$ cat config.mk
export PLATFORM = sky130hd
export DESIGN_NAME = vga_fb_arbiter
export DESIGN_NICKNAME = d
export VERILOG_FILES = /design/src/rtl/vga_fb_arbiter.sv
export SDC_FILE = /design/constraint.sdc
export NUM_CORES = 1
export LEC_CHECK = 0
export BUFFER_PORTS_ARGS = -buffer_cell sky130_fd_sc_hd__buf_2
export CORE_ASPECT_RATIO = 1.1
export CORE_MARGIN = 8
export CORE_UTILIZATION = 55
export CTS_CLUSTER_SIZE = 14
export DETAILED_ROUTE_END_ITERATION = 12
export GPL_ROUTABILITY_DRIVEN = 0
export PLACE_DENSITY = 0.76
export SETUP_SLACK_MARGIN = 0.2
export SLEW_MARGIN = 0
export SYNTH_ARGS = -nofsm -noshare
export SYNTH_HDL_FRONTEND = slang
export SYNTH_SLANG_ARGS = --single-unit
$ cat constraint.sdc
create_clock -name clk_25 -period 3 [get_ports clk_25]
set_input_delay 0.45 -clock clk_25 [delete_from_list [all_inputs] [get_ports clk_25]]
set_output_delay 0.45 -clock clk_25 [all_outputs]
set_load 0.01 [all_outputs]
$ cat src/rtl/vga_fb_arbiter.sv
// Arbitrates a single-port framebuffer RAM between VGA scan-out reads and
// FIFO-buffered host pixel writes, which drain only during blanking.
module vga_fb_arbiter #(
  parameter int HVID       = 640,
  parameter int VVID       = 480,
  parameter int ADDR_W     = 19,
  parameter int DATA_W     = 8,
  parameter int FIFO_DEPTH = 16
) (
  input  logic                          clk_25,
  input  logic                          rst_n,
  input  logic [9:0]                    pixel_x,
  input  logic [9:0]                    pixel_y,
  input  logic                          wr_valid,
  output logic                          wr_ready,
  input  logic [ADDR_W-1:0]             wr_addr,
  input  logic [DATA_W-1:0]             wr_data,
  output logic                          mem_en,
  output logic                          mem_we,
  output logic [ADDR_W-1:0]             mem_addr,
  output logic [DATA_W-1:0]             mem_wdata,
  input  logic [DATA_W-1:0]             mem_rdata,
  output logic                          pix_valid,
  output logic [DATA_W-1:0]             pix_data,
  output logic [$clog2(FIFO_DEPTH):0]   fifo_level
);

  localparam int PTR_W = $clog2(FIFO_DEPTH);
  localparam int LVL_W = PTR_W + 1;
  localparam logic [9:0]       HVID_C  = 10'(HVID);
  localparam logic [9:0]       VVID_C  = 10'(VVID);
  localparam logic [LVL_W-1:0] DEPTH_C = LVL_W'(FIFO_DEPTH);

  typedef enum logic [1:0] {BLANK_IDLE, BLANK_WRITE, SCAN} state_t;

  state_t state_reg, state_next;

  logic                     run_reg;
  logic [PTR_W-1:0]         wr_ptr_reg, rd_ptr_reg;
  logic [LVL_W-1:0]         level_reg;
  logic [ADDR_W+DATA_W-1:0] fifo_mem [FIFO_DEPTH];

  logic [ADDR_W-1:0] addr_hold_reg, rd_addr, head_addr;
  logic [DATA_W-1:0] wdata_hold_reg, head_data;

  logic active, fifo_empty, push, pop, do_read;
  logic active_d_reg, pix_valid_reg;
  logic [DATA_W-1:0] pix_data_reg;

  assign active     = (pixel_x < HVID_C) && (pixel_y < VVID_C);
  assign fifo_empty = (level_reg == '0);
  // Linear address computed modulo 2^ADDR_W, so wrap/truncation is implicit.
  assign rd_addr    = ADDR_W'(pixel_y) * ADDR_W'(HVID) + ADDR_W'(pixel_x);
  assign {head_addr, head_data} = fifo_mem[rd_ptr_reg];

  // run_reg stays low through reset and one clock beyond, blocking all RAM traffic.
  always_comb begin
    state_next = state_reg;
    if (!run_reg) begin
      state_next = BLANK_IDLE;
    end else begin
      case (state_reg)
        SCAN:        if (!active) state_next = fifo_empty ? BLANK_IDLE : BLANK_WRITE;
        BLANK_IDLE:  if (active) state_next = SCAN;
                     else if (!fifo_empty) state_next = BLANK_WRITE;
        BLANK_WRITE: if (active) state_next = SCAN;
                     else if (fifo_empty) state_next = BLANK_IDLE;
        default:     state_next = BLANK_IDLE;
      endcase
    end
  end

  // The RAM operation follows the state being entered this cycle, so an
  // interrupted drain yields to the display read with no lost cycle.
  assign do_read   = (state_next == SCAN);
  assign pop       = (state_next == BLANK_WRITE);
  assign wr_ready  = run_reg && (level_reg < DEPTH_C);
  assign push      = wr_valid && wr_ready;

  assign mem_en    = do_read || pop;
  assign mem_we    = pop;
  assign mem_addr  = do_read ? rd_addr : (pop ? head_addr : addr_hold_reg);
  assign mem_wdata = pop ? head_data : wdata_hold_reg;

  assign fifo_level = level_reg;
  assign pix_valid  = pix_valid_reg;
  assign pix_data   = pix_data_reg;

  always_ff @(posedge clk_25) begin
    if (push) begin
      fifo_mem[wr_ptr_reg] <= {wr_addr, wr_data};
    end
  end

  always_ff @(posedge clk_25 or negedge rst_n) begin
    if (!rst_n) begin
      state_reg      <= BLANK_IDLE;
      run_reg        <= 1'b0;
      wr_ptr_reg     <= '0;
      rd_ptr_reg     <= '0;
      level_reg      <= '0;
      addr_hold_reg  <= '0;
      wdata_hold_reg <= '0;
      active_d_reg   <= 1'b0;
      pix_valid_reg  <= 1'b0;
      pix_data_reg   <= '0;
    end else begin
      state_reg <= state_next;
      run_reg   <= 1'b1;
      if (push) wr_ptr_reg <= wr_ptr_reg + 1'b1;
      if (pop)  rd_ptr_reg <= rd_ptr_reg + 1'b1;
      case ({push, pop})
        2'b10:   level_reg <= level_reg + 1'b1;
        2'b01:   level_reg <= level_reg - 1'b1;
        default: level_reg <= level_reg;
      endcase
      if (mem_en) addr_hold_reg <= mem_addr;
      if (pop)    wdata_hold_reg <= head_data;
      // Two-stage pixel pipe: RAM read latency plus the output register.
      active_d_reg  <= do_read;
      pix_valid_reg <= active_d_reg;
      pix_data_reg  <= active_d_reg ? mem_rdata : '0;
    end
  end

endmodule
After elaboration in Yosys (flattened, before gate mapping)
Memories as Yosys holds them, arrays and structs flattened.
Index checks and enable logic that the tools add are counted.
{ "op_classes": {"eq_ne": 6, "n_mux": 15, "order_cmp": 3, "n_addsub": 5, "multipliers": 1, "n_reduce_logical": 7} }
{ "ops": {"columns": ["cell", "count"], "rows": [
  ["19-bit 2-to-1 mux", 2],
  ["19-bit by 10-bit adder with 19-bit output", 1],
  ["8-bit 2-to-1 mux", 2],
  ["10-bit by 3-bit multiplier with 12-bit output (second input constant)", 1],
  ["2-bit 2-to-1 mux", 6],
  ["10-bit < comparator (second input constant)", 1],
  ["10-bit by 9-bit < comparator with 1-bit output (second input constant)", 1],
  ["5-bit case mux with 2 select lines", 1],
  ["4-bit by 1-bit adder with 4-bit output (second input constant)", 2],
  ["2-bit by 1-bit equality test with 1-bit output (second input constant)", 3],
  ["2-bit equality test (second input constant)", 3],
  ["2-bit case mux with 3 select lines", 1],
  ["5-bit by 1-bit adder with 5-bit output (second input constant)", 1],
  ["5-bit zero test", 1],
  ["5-bit < comparator (second input constant)", 1],
  ["5-bit by 1-bit subtractor with 5-bit output (second input constant)", 1],
  ["1-bit logical AND", 3],
  ["1-bit 2-to-1 mux", 3],
  ["2-bit zero test", 1],
  ["2-bit nonzero test", 1],
  ["1-bit logical OR", 1]
]} }
{ "word_totals": {"memories": 1, "wordCells": 48, "regBits": 53, "out_inout_bits": 44, "mem_bits_rw": 432} }
{ "memory_table": {"columns": ["name", "depth", "word_bits", "rd", "rd_clocked_by_memory_dff", "write_ports", "line", "rtl"], "rows": [
  ["fifo_mem", 16, 27, 1, 0, 1, "41", "logic [ADDR_W+DATA_W-1:0] fifo_mem [FIFO_DEPTH];"]
]} }

Logic depth before layout (Yosys ltp)
Gate-level depths: netlist of run 1.
{ "depth": {"word_depth": 8, "mapped_depth": 16, "ltp_nobuf": 15} }

Least setup slack after synthesis of run 1
Ideal clock, no wire load.
{ "synth_timing": {"kind": "register -> output", "startpoint": "register level_reg[1] (netlist: fifo_level[1])", "endpoint": "output mem_wdata[3]", "path_stages_with_launch": 11, "path_buffers": 4, "arrival_ns": 2.956, "required_time_ns": 2.550, "slack_ns": -0.406, "path_cell_list": "dfrtp_1 > clkbuf_1 > or4_1 > o21ai_0 > or2_2 > inv_1 > ha_1 > clkbuf_1 > clkbuf_1 > buf_1 > mux2_2"} }
{ "synth_between": {"elab_chain_len": 7, "elab_cells_between_ends": 11, "cone_classes": "eq/ne (1); mux (9); reduce/logical (1)"} }
{ "synth_rtl": {"columns": ["element", "line", "rtl"], "rows": [
  ["from (decl)", "40", "logic [LVL_W-1:0] level_reg;"],
  ["from (signal assigned)", "113", "2'b10: level_reg <= level_reg + 1'b1;"],
  ["from (signal assigned)", "114", "2'b01: level_reg <= level_reg - 1'b1;"],
  ["from (signal assigned)", "115", "default: level_reg <= level_reg;"],
  ["5-bit zero test *", "51", "assign fifo_empty = (level_reg == '0);"],
  ["2-bit 2-to-1 mux, or another cell as far along", "67", "else if (fifo_empty) state_next = BLANK_IDLE;"],
  ["2-bit 2-to-1 mux (on tied branches)", "66, 63, 64", null],
  ["2-bit case mux with 3 select lines *", "62", "case (state_reg)"],
  ["2-bit 2-to-1 mux *", "59", "if (!run_reg) begin"],
  ["net state_next[0]", "36", "state_t state_reg, state_next;"],
  ["2-bit by 1-bit equality test with 1-bit output *", "76", "assign pop = (state_next == BLANK_WRITE);"],
  ["net mem_we", "19", "output logic mem_we,"],
  ["8-bit 2-to-1 mux *", null, null],
  ["to (decl)", "21", "output logic [DATA_W-1:0] mem_wdata,"]
]} }
The timed path passes the listed nets; every way through them passes the cells marked *.

Final worst setup path of run 1
{ "layout_timing": {"startpoint": "register rd_ptr_reg[0]", "endpoint": "output mem_addr[3]"} }
{ "layout_between": {"elab_chain_len": 3} }
{ "layout_rtl": {"columns": ["element", "line", "rtl"], "rows": [
  ["from (decl)", "39", "logic [PTR_W-1:0] wr_ptr_reg, rd_ptr_reg;"],
  ["from (signal assigned)", "111", "if (pop) rd_ptr_reg <= rd_ptr_reg + 1'b1;"],
  ["memory read 16 x 27 bit", null, null],
  ["19-bit 2-to-1 mux (2 in a row)", "82", "assign mem_addr = do_read ? rd_addr : (pop ? head_addr : addr_hold_reg);"],
  ["to (decl)", "20", "output logic [ADDR_W-1:0] mem_addr,"]
]} }
No other way between the ends.

==> summary.txt, run 1 <==
Placed design
  • IO Port Bufs: approximately 100
  • Post-DP HPWL: 26710 um

Timing
  • Max Transition Viols Final: 0
  • Fin. Hold Viols: 0
  • Min cycle time layout: between 3000 and 4000 ps
  • Slew headroom: 64.82%
  • Worst slew pin tran: between 500 and 600 ps
  • Highest Clock Rate: 297.6 MHz
  • RSZ-0062 raised after global routing: true
  • Worst-case clock skew: roughly 25 ps
  • Final worst path period share: 112.0%
  • Final setup viols: 29
  • Setup slack after layout: -360.6 ps

Global routing
  • GRT Total Usage: 22.26%
  • Pin count of the biggest net entering global routing: 38
  • Vias in the first global route: around 11000
  • First-pass GRT wire length: 69920 um
  • Gr ovfl total: 0
  • Initial antenna violation count: 3

Outcome
  • Status: finished with violations
  • Failing checks: setup timing

Yosys
  • Number of flops mapped to enable cells by yosys: 432
  • Top_reg_cell synth: edfxtp_1
  • Mapped Avg Cell Area: 20.59 um2
  • Synth Instances: between 900 and 1000
  • Synth cell types: 51
  • Synth async-reset ratio: 10.93%
  • Leading area contributor after synthesis: edfxtp_1
  • Warnings from Yosys: 0
  • Synthesized flop and latch total: 485
  • Sequential fraction of the synthesis area: just over 70%
  • Top cell type's share of synthesized area: 65.77%
  • Synthesized cell area: 19720 um2
  • Largest cells by area after synthesis: edfxtp_1 66%, mux4_2 15%, dfrtp_1 6.7%
  • Syn_nets: 1048

Die
  • Initial core utilization: 55.99%
  • Ports: between 100 and 150
  • Die span in x: between 150 and 200 um
  • Floorplan core area: around 35000 um2
  • Die Ht: 214.6 um
  • Row count: about 70
  • Die ar.: 42180 um2

CTS
  • CTS tree: yes
  • Inserted Clock Buffers: between 40 and 50
  • CTS clk-pin slew, worst paths: roughly 60 ps
  • Clk root buf: clkbuf_16
  • Insertion delay to the later sink of the worst-skew pair: 560 ps
  • CTS H-tree depth: 2
  • Sink Count: 485
  • Clock buffer depth: 3

Finish
  • Final net count: 1294
  • Max reg flops: around 430
  • Final Core Density: 69.02%
  • Area delta synth->final: 23.26%
  • Layout cell share with drive strength beyond 1: 44.22%
  • Final-layout fill cell count: 2091

Routing
  • WL final: 48870 um
  • Vias: between 10000 and 15000
  • ANT nets after route: 0
  • Initial DRC count: 1210
  • Drt via density: 6.246
  • # DRC: 0
  • Routed WL per cell: 28.41 um
  • TritonRoute pass-1 iters: 6

Critical path
  • Endpoint class of the critical path: primary output
  • Critical path arrival: 2910 ps
  • Critical path type: reg -> out
  • Worst setup SP type: register
  • Worst-path maximum fanout: 6
  • CP Data Required Time: 2550 ps

Power and ir drop
  • Cell Pwr Density: 876.3 nW/um2
  • Worst vdd ir: 0.0004461 V
  • Leakage: 8.536 nW
  • Pwr Total: 21.30 mW

Flow run
  • MaxCap Viol Count: 0

Min path
  • Worst Hold Class: in -> reg
==> metal layers <==
layer	up-vias	share of wire (%)	routed length, um	GRT usage (%)
met1	5538	37	18230	28.96
met5	-	0.082	40	0
met3	115	9.2	4513	3.830
li1	4440	-	-	-
met2	644	50	24650	37.09
met4	6	2.9	1436	8.698
==> worst max-delay path, stage by stage, from the launching register on <==
cell	delay, ps
dfrtp_4	480
buf_12	160
clkbuf_16	160
mux4_2	550
mux4_2	540
a211oi_4	240
a21oi_2	60
buf_2	150
==> path summary, 6_finish.rpt <==
path	startpoint	to	slack (ps)	depth (start not counted)
min	mem_rdata[4]	pix_data[4]	120	2
max	rd_ptr_reg[0]	mem_addr[3]	-360	7
min reg2reg	addr_hold_reg[13]	addr_hold_reg[13]	480	2
min in group asynchronous	rst_n	run_reg	400	2
max in group asynchronous	rst_n	wdata_hold_reg[2]	1880	3
max reg2reg	fifo_level[1]	fifo_level[4]	-90	16
==> through the flow <==
stage	instances	instance area (um2)	hold slack (ps)	setup TNS, ps	setup WS (ps)
2_1_floorplan	958	19900	154.4	0	21.51
3_3_place_gp	1593	21830	435.1	-662.4	-192.4
3_5_place_dp	1593	21830	444.9	-1279	-197.7
4_1_cts	1695	23790	88.14	-7806	-367.9
5_1_grt	1718	24310	114.7	-9588	-424.1
6_report	1720	24310	115.7	-7587	-360.6
==> report_power, final <==
part	leakage [nW]	total (mW)	internal, mW	switching, mW
Sequential	4.53	8.12	7.83	0.293
Combinational	3.29	7.42	4.08	3.34
Clock	0.719	5.76	3.33	2.43
Total	8.54	21.3	15.2	6.07
==> final cells by class <==
type / count / area (um2) / area share, %
antenna: 2 / 5.005 / 0.02059
clock buffer: 64 / 1280 / 5.265
clock inverter: 17 / 200.2 / 0.8235
inverter: 19 / 78.83 / 0.3242
multi-input combinational: 409 / 5523 / 22.72
sequential: 485 / 14310 / 58.85
tap: 481 / 601.8 / 2.476
timing repair buffer: 243 / 2315 / 9.521
==> cells in the mapped netlist (2+ instances only) <==
cell        n
a22oi_1    11
dfrtp_1    53
o21ai_0     9
buf_4       3
inv_1      18
mux4_2    134
a21boi_0    2
o32ai_1     4
a211oi_2    8
buf_2       9
nor3_1      2
nand2b_1    4
nor4_1      2
clkbuf_1   22
o22ai_1     3
nor3b_1     2
edfxtp_1  432
nand3_1     2
or2_2       2
nand4b_1    2
nand2_1    22
a21oi_1    28
nor2_1     16
xor2_1     15
mux2i_1     2
nand4_1     4
and2_1     25
buf_1       7
mux2_2     25
and3_1      2
a21o_1      3
fa_1        2
a211o_1     2
nor2b_1    14
o21a_1      4
a211oi_1    7
xnor2_1     9
a221oi_1    2
ha_1       30
buf_6       4
==> cells in the final DEF (no fill, tap or decap), types with 5 or more instances in the layout <==
master / netlist / layout
edfxtp_1: 432 / 432
mux4_2: 134 / 134
buf_2: 9 / 92
buf_4: 3 / 82
clkbuf_16: 0 / 52
dfrtp_1: 53 / 50
buf_12: 0 / 27
buf_6: 4 / 24
a21oi_1: 28 / 22
ha_1: 30 / 18
nand2_1: 22 / 17
inv_1: 18 / 16
mux2_2: 25 / 16
nor2_1: 16 / 14
xor2_1: 15 / 14
and2_1: 25 / 13
clkbuf_1: 22 / 13
a211oi_2: 8 / 12
and2_2: 0 / 12
nor2b_1: 14 / 10
mux2_4: 0 / 9
buf_16: 0 / 9
xnor2_1: 9 / 7
o21ai_0: 9 / 6
a22oi_2: 0 / 6
a21oi_2: 0 / 6
ha_2: 0 / 6
ha_4: 0 / 6
a22oi_1: 11 / 5
clkinv_1: 1 / 5
==> what timing repair did <==
action	4_1_cts	5_1_grt
setup buffers	14	18
cloned	6	5
hold endpoints to repair	20	0
hold buffers	1	0
resized for setup	48	52
pin swaps	11	21
setup endpoints to repair	30	30
==> logic make-up after synthesis <==
group,Yosys count,share of synthesized area [%]
AO/OA/AOI/OAI,90,3.235
XOR/XNOR,24,1.066
adder cells (fa/ha/maj),32,2.106
buffers and inverters,64,1.484
flip-flops,485,72.50
multiplexers,161,16.83
other,1,0.01901
AND/OR/NAND/NOR,101,2.760
Note: power is estimated with default switching activity, not from simulation.
==> run 2, diff against run 1 <==
--- a/config.mk
+++ b/config.mk
@@ -5,7 +5,7 @@
 export SDC_FILE = /design/constraint.sdc
 export NUM_CORES = 1
 export LEC_CHECK = 0
-export BUFFER_PORTS_ARGS = -buffer_cell sky130_fd_sc_hd__buf_2
+export BUFFER_PORTS_ARGS = -buffer_cell sky130_fd_sc_hd__clkbuf_2
 export CORE_ASPECT_RATIO = 1.1
 export CORE_MARGIN = 8
 export CORE_UTILIZATION = 55
==> summary.txt, run 2 (synthesized netlist as in run 1, its figures left out) <==
Timing
  • Final setup viols: 27 (was 29)
  • RSZ-0062 raised after global routing: true (unchanged)
  • Slew headroom: 65.86% (was 64.82%)
  • Worst-case clock skew: 20.94 ps (was 24.67 ps)
  • Max Transition Viols Final: 0 (unchanged)
  • Hold Worst Slack: 123.8 ps (was 115.7 ps)
  • Fin. Hold Viols: 0 (unchanged)
  • Final worst path period share: 111.1% (was 112.0%)
  • Worst slew pin tran: 512.1 ps (was 527.7 ps)
  • Highest Clock Rate: 300.0 MHz (was 297.6 MHz)
  • Setup slack after layout: -333.7 ps (was -360.6 ps)
  • Min cycle time layout: 3334 ps (was 3361 ps)

Global routing
  • Gr ovfl total: 0 (unchanged)
  • Initial antenna violation count: 1 (was 3)
  • Vias in the first global route: 11030 (was 11090)
  • First-pass GRT wire length: 69480 um (was 69920 um)
  • GRT Total Usage: 22.15% (was 22.26%)
  • Pin count of the biggest net entering global routing: 40 (was 38)

Placed design
  • IO Port Bufs: 101 (unchanged)
  • Dpl cells: 1590 (was 1593)
  • Post-DP HPWL: 25970 um (was 26710 um)
  • Area after DPL: 21840 um2 (was 21830 um2)

Routing
  • Routed WL per cell: 27.38 um (was 28.41 um)
  • Vias: 10560 (was 10740)
  • # DRC: 0 (unchanged)
  • Initial DRC count: 943 (was 1210)
  • WL final: 46900 um (was 48870 um)
  • TritonRoute pass-1 iters: 5 (was 6)
  • ANT nets after route: 0 (unchanged)
  • Drt via density: 6.166 (was 6.246)

Power and ir drop
  • Leakage: 8.454 nW (was 8.536 nW)
  • Worst vdd ir: 0.0004726 V (was 0.0004461 V)
  • Cell Pwr Density: 862.6 nW/um2 (was 876.3 nW/um2)

Die
  • Ports: 102 (unchanged)
  • Row count: 72 (unchanged)
  • Die span in x: 196.6 um (unchanged)
  • Floorplan core area: 35220 um2 (unchanged)
  • Die Ht: 214.6 um (unchanged)
  • Initial core utilization: 55.99% (unchanged)
  • Die ar.: 42180 um2 (unchanged)

Outcome
  • Failing checks: setup timing (unchanged)
  • Status: finished with violations (unchanged)

Critical path
  • Reg-to-Reg End: fifo_level[4] (unchanged)
  • Endpoint class of the critical path: primary output (unchanged)
  • CP Depth: 11 (was 7)
  • R2R Path Start: fifo_level[3] (was fifo_level[1])
  • Worst setup SP type: register (unchanged)
  • CP Data Required Time: 2550 ps (about the same)
  • Crit-path cells: buf_8 -> buf_4 -> clkbuf_16 -> buf_4 -> mux4_2 -> mux2i_1 -> mux2_4 -> nor2_2 -> a211oi_2 -> a21oi_2 -> buf_2 (was buf_12 -> clkbuf_16 -> mux4_2 -> mux4_2 -> a211oi_4 -> a21oi_2 -> buf_2)
  • Worst-path maximum fanout: 6 (unchanged)
  • Critical path's largest stage delay: 510 ps (was 550 ps)
  • Crit path top cell by count: buf_4 (was mux4_2)
  • Slowest cell on crit path: dfrtp_4 (was mux4_2)
  • Reg2Reg Setup Slack: 30 ps (was -90 ps)
  • R2R depth: 15 (was 16)
  • Top delay family on crit path: multiplexers (unchanged)
  • Critical path arrival: 2880 ps (was 2910 ps)
  • Sum of buffers and inverters on the critical path: 5 (was 3)
  • Critical path type: reg -> out (unchanged)

Finish
  • Commonest cells after routing, fill and taps aside: 432 x edfxtp_1, 134 x mux4_2, 90 x clkbuf_2 (was 432 x edfxtp_1, 134 x mux4_2, 92 x buf_2)
  • Area of the multi-input gates: 5524 um2 (was 5523 um2)
  • Area delta synth->final: 22.32% (was 23.26%)
  • Commonest non-fill, non-tap cell in the layout: edfxtp_1 (unchanged)
  • Final net count: 1287 (was 1294)
  • Final Core Density: 68.49% (was 69.02%)
  • Final-layout fill cell count: 2087 (was 2091)
  • Max reg flops: 432 (unchanged)
  • Register area: 14310 um2 (unchanged)
  • Fin area: 24130 um2 (was 24310 um2)
  • Ant diodes: 0 (was 2)
  • Layout cell share with drive strength beyond 1: 44.40% (was 44.22%)
  • Post-route insts no fill: 1713 (was 1720)

CTS
  • CTS clk-pin slew, worst paths: 60 ps (about the same)
  • Clock buffer depth: 3 (unchanged)
  • Inserted Clock Buffers: 45 (was 46)
  • Clk root buf: clkbuf_16 (unchanged)
  • Insertion delay to the later sink of the worst-skew pair: 560 ps (about the same)
  • CTS tree: yes (unchanged)
  • CTS H-tree depth: 2 (unchanged)
  • Sink Count: 485 (unchanged)

Min path
  • HP Start: mem_rdata[4] (unchanged)
  • Hold depth: 2 (unchanged)
  • Hold Path End: pix_data[4] (unchanged)
  • Worst Hold Class: in -> reg (unchanged)

Flow run
  • MaxCap Viol Count: 0 (unchanged)
[run 2: cell types whose count changed in the layout (fill, tap and decap cells not counted), sizes merged]
| cell | previous run | this run |
|---|---|---|
| bufinv | 4 | 2 |
| buf | 237 | 143 |
| diode | 2 | 0 |
| clkbuf | 69 | 151 |
| clkinv | 12 | 21 |
[run 2: how the worst max path moves through the flow]
stage / startpoint / end / slack [ps]
after CTS: rd_ptr_reg[0] / mem_wdata[5] / -320
final: rd_ptr_reg[0] / mem_addr[18] / -330
after global routing: rd_ptr_reg[0] / mem_addr[18] / -410
after global placement: pixel_y[1] / mem_addr[18] / -190
after floorplan: fifo_level[1] / fifo_level[4] / 20
after detailed placement: pixel_y[1] / mem_addr[18] / -230
[run 2: layout make-up]
class                   instances  area share, %
clock buffers                  58          5.129
clock inverters                24         0.6794
inverters                      19         0.3215
multi-input cells             409          22.90
flip-flops and latches        485          59.30
well taps                     481          2.495
repair buffers                237          9.174
[run 2: worst reg2reg max path, stage by stage (launching register included)]
cell and delay [ps]:
dfrtp_1 380, or4_4 530, o21ai_2 140, or2_4 150, inv_4 40, ha_4 190
buf_6 130, ha_4 150, xor2_1 140, ha_2 180, o21a_1 170, o22a_1 200
a21oi_2 130, xor2_1 150, nor2_1 60, xor2_1 140
[run 2: through the flow]
stage	power [mW]	setup WS, ps	TNS (ps)
after floorplan	12.29	21.51	0
after global placement	14.14	-185.1	-726.2
after detailed placement	14.26	-231.9	-934.6
after CTS	20.56	-323.5	-7238
after global routing	21.56	-406.5	-9201
final	20.81	-333.7	-7193
[run 2: report_power, final]
group	internal (mW)	switching, mW	total, mW
Sequential	7.83	0.269	8.10
Clock	3.08	2.36	5.44
Combinational	3.95	3.33	7.27
[run 2: routing by layer]
metal  vias to the layer above  wire (um)  GRT usage, %
met2                       569      24350         38.19
li1                       4425          -             -
met3                       113       3970         3.610
met4                         2       1530         7.889
met5                         -         13             0
met1                      5453      17030         28.10
[run 2: repair_timing]
item                       4_1_cts  5_1_grt
hold buffers                     1        0
gates cloned                     6        3
pin swaps                       22       16
resized for setup               69       35
setup endpoints to repair       30       29
setup buffers                   20       11
hold endpoints to repair        53        0
==> run 3, diff against run 2 <==
--- a/config.mk
+++ b/config.mk
@@ -8,11 +8,10 @@
 export BUFFER_PORTS_ARGS = -buffer_cell sky130_fd_sc_hd__clkbuf_2
 export CORE_ASPECT_RATIO = 1.1
 export CORE_MARGIN = 8
-export CORE_UTILIZATION = 55
+export CORE_UTILIZATION = 40
 export CTS_CLUSTER_SIZE = 14
 export DETAILED_ROUTE_END_ITERATION = 12
 export GPL_ROUTABILITY_DRIVEN = 0
-export PLACE_DENSITY = 0.76
 export SETUP_SLACK_MARGIN = 0.2
 export SLEW_MARGIN = 0
 export SYNTH_ARGS = -nofsm -noshare
==> summary.txt, run 3 (synthesized netlist as in run 1, its figures left out) <==
Global routing
  • Gr ovfl total: 0 (unchanged)
  • GRT Total Usage: 15.99% (was 22.15%)
  • Vias in the first global route: 10650 (was 11030)
  • Pin count of the biggest net entering global routing: 33 (was 40)
  • Initial antenna violation count: 3 (was 1)
  • First-pass GRT wire length: 68570 um (was 69480 um)

Finish
  • Max reg flops: 432 (unchanged)
  • Fin area: 24310 um2 (was 24130 um2)
  • Layout cell share with drive strength beyond 1: 43.57% (was 44.40%)
  • Commonest cells after routing, fill and taps aside: 432 x edfxtp_1, 134 x mux4_2, 86 x clkbuf_2 (was 432 x edfxtp_1, 134 x mux4_2, 90 x clkbuf_2)
  • Final net count: 1280 (was 1287)
  • Area delta synth->final: 23.26% (was 22.32%)
  • Final Core Density: 49.80% (was 68.49%)
  • Commonest non-fill, non-tap cell in the layout: edfxtp_1 (unchanged)

Critical path
  • Endpoint class of the critical path: primary output (unchanged)
  • Worst setup SP type: register (unchanged)
  • Reg2Reg Setup Slack: 30 ps (about the same)
  • CP Data Required Time: 2550 ps (about the same)
  • Critical path type: reg -> out (unchanged)
  • Worst-path maximum fanout: 7 (was 6)
  • Critical path arrival: 2930 ps (was 2880 ps)

CTS
  • Insertion delay to the later sink of the worst-skew pair: 580 ps (was 560 ps)
  • CTS H-tree depth: 2 (unchanged)
  • Clock buffer depth: 3 (unchanged)
  • CTS clk-pin slew, worst paths: 60 ps (about the same)
  • Inserted Clock Buffers: 47 (was 45)
  • Sink Count: 485 (unchanged)
  • Clk root buf: clkbuf_16 (unchanged)
  • CTS tree: yes (unchanged)

Outcome
  • Status: finished with violations (unchanged)
  • Failing checks: setup timing (unchanged)

Timing
  • Hold Worst Slack: 87.81 ps (was 123.8 ps)
  • Fin. Hold Viols: 0 (unchanged)
  • RSZ-0062 raised after global routing: true (unchanged)
  • Setup slack after layout: -380.5 ps (was -333.7 ps)
  • Final setup viols: 27 (unchanged)
  • Final worst path period share: 112.7% (was 111.1%)
  • Highest Clock Rate: 295.8 MHz (was 300.0 MHz)
  • Max Transition Viols Final: 0 (unchanged)
  • Worst-case clock skew: 25.40 ps (was 20.94 ps)
  • Min cycle time layout: 3380 ps (was 3334 ps)

Power and ir drop
  • Worst vdd ir: 0.0004344 V (was 0.0004726 V)
  • Cell Pwr Density: 864.1 nW/um2 (was 862.6 nW/um2)
  • Leakage: 8.404 nW (was 8.454 nW)

Routing
  • # DRC: 0 (unchanged)
  • Drt via density: 5.348 (was 6.166)
  • TritonRoute pass-1 iters: 5 (unchanged)
  • WL final: 45990 um (was 46900 um)
  • Initial DRC count: 798 (was 943)
  • Routed WL per cell: 24.45 um (was 27.38 um)
  • ANT nets after route: 0 (unchanged)
  • Vias: 10060 (was 10560)

Die
  • Floorplan core area: 48820 um2 (was 35220 um2)
  • Die Ht: 248.9 um (was 214.6 um)
  • Die ar.: 56680 um2 (was 42180 um2)
  • Ports: 102 (unchanged)
  • Die span in x: 227.7 um (was 196.6 um)
  • Row count: 85 (was 72)
  • Initial core utilization: 40.40% (was 55.99%)

Placed design
  • Area after DPL: 22020 um2 (was 21840 um2)
  • Post-DP HPWL: 26770 um (was 25970 um)
  • IO Port Bufs: 101 (unchanged)

Min path
  • Worst Hold Class: in -> reg (unchanged)

Flow run
  • MaxCap Viol Count: 0 (unchanged)
[run 3: cell type report]
| class | count | area (um2) |
|---|---|---|
| multi-input cells | 409 | 5472 |
| well taps | 652 | 815.8 |
| flip-flops and latches | 485 | 14310 |
| clock buffers | 61 | 1260 |
| repair buffers | 228 | 2136 |
| fillers | 3955 | 24500 |
| diodes | 1 | 2.502 |
| clock inverters | 26 | 239.0 |
| inverters | 19 | 78.83 |
[run 3: power breakdown]
part           switching, mW  internal [mW]  total [mW]
Clock                   2.45           3.31        5.76
Sequential             0.259           7.83        8.08
Combinational           3.24           3.92        7.16
Total                   5.94           15.1        21.0
[run 3: timing repair]
action,in CTS,in global routing
pin swaps,12,5
setup buffers,13,10
hold endpoints to repair,14,0
cloned,7,2
setup endpoints to repair,30,30
gates resized for setup,59,32
hold buffers,1,0
[run 3: routing by layer]
layer | vias to the layer above | track usage, % | wire length (um)
met2 | 260 | 27.50 | 23650
met4 | 4 | 4.283 | 838
li1 | 4419 | - | -
met1 | 5313 | 20.50 | 19070
met3 | 64 | 3.177 | 2411
met5 | - | 0 | 23
[run 3: through the flow]
step	worst slack (ps)	power, mW	TNS, ps	std cells
2_1_floorplan	21.51	12.29	0	958
3_3_place_gp	-196.6	14.26	-750.4	1760
3_5_place_dp	-222.4	14.33	-928.5	1760
4_1_cts	-409.2	20.95	-9679	1868
5_1_grt	-464.4	21.94	-10920	1880
6_report	-380.5	21.01	-8459	1881
[run 3: worst paths after layout]
kind / startpoint / to / depth (start not counted)
min in group asynchronous: rst_n / addr_hold_reg[3] / 2
worst max register to register: fifo_level[1] / fifo_level[4] / 15
worst max-delay path: rd_ptr_reg[0] / mem_wdata[7] / 7
max in group asynchronous: rst_n / rd_ptr_reg[1] / 3
worst min register to register: addr_hold_reg[13] / addr_hold_reg[13] / 2
worst min-delay path: mem_rdata[3] / pix_data[3] / 2
[run 3: worst max-delay path, cell delays in order (launching register included)]
cell	delay [ps]
dfrtp_4	440
buf_12	160
buf_12	170
buf_12	150
mux4_2	530
mux4_2	480
mux2_4	290
buf_8	130
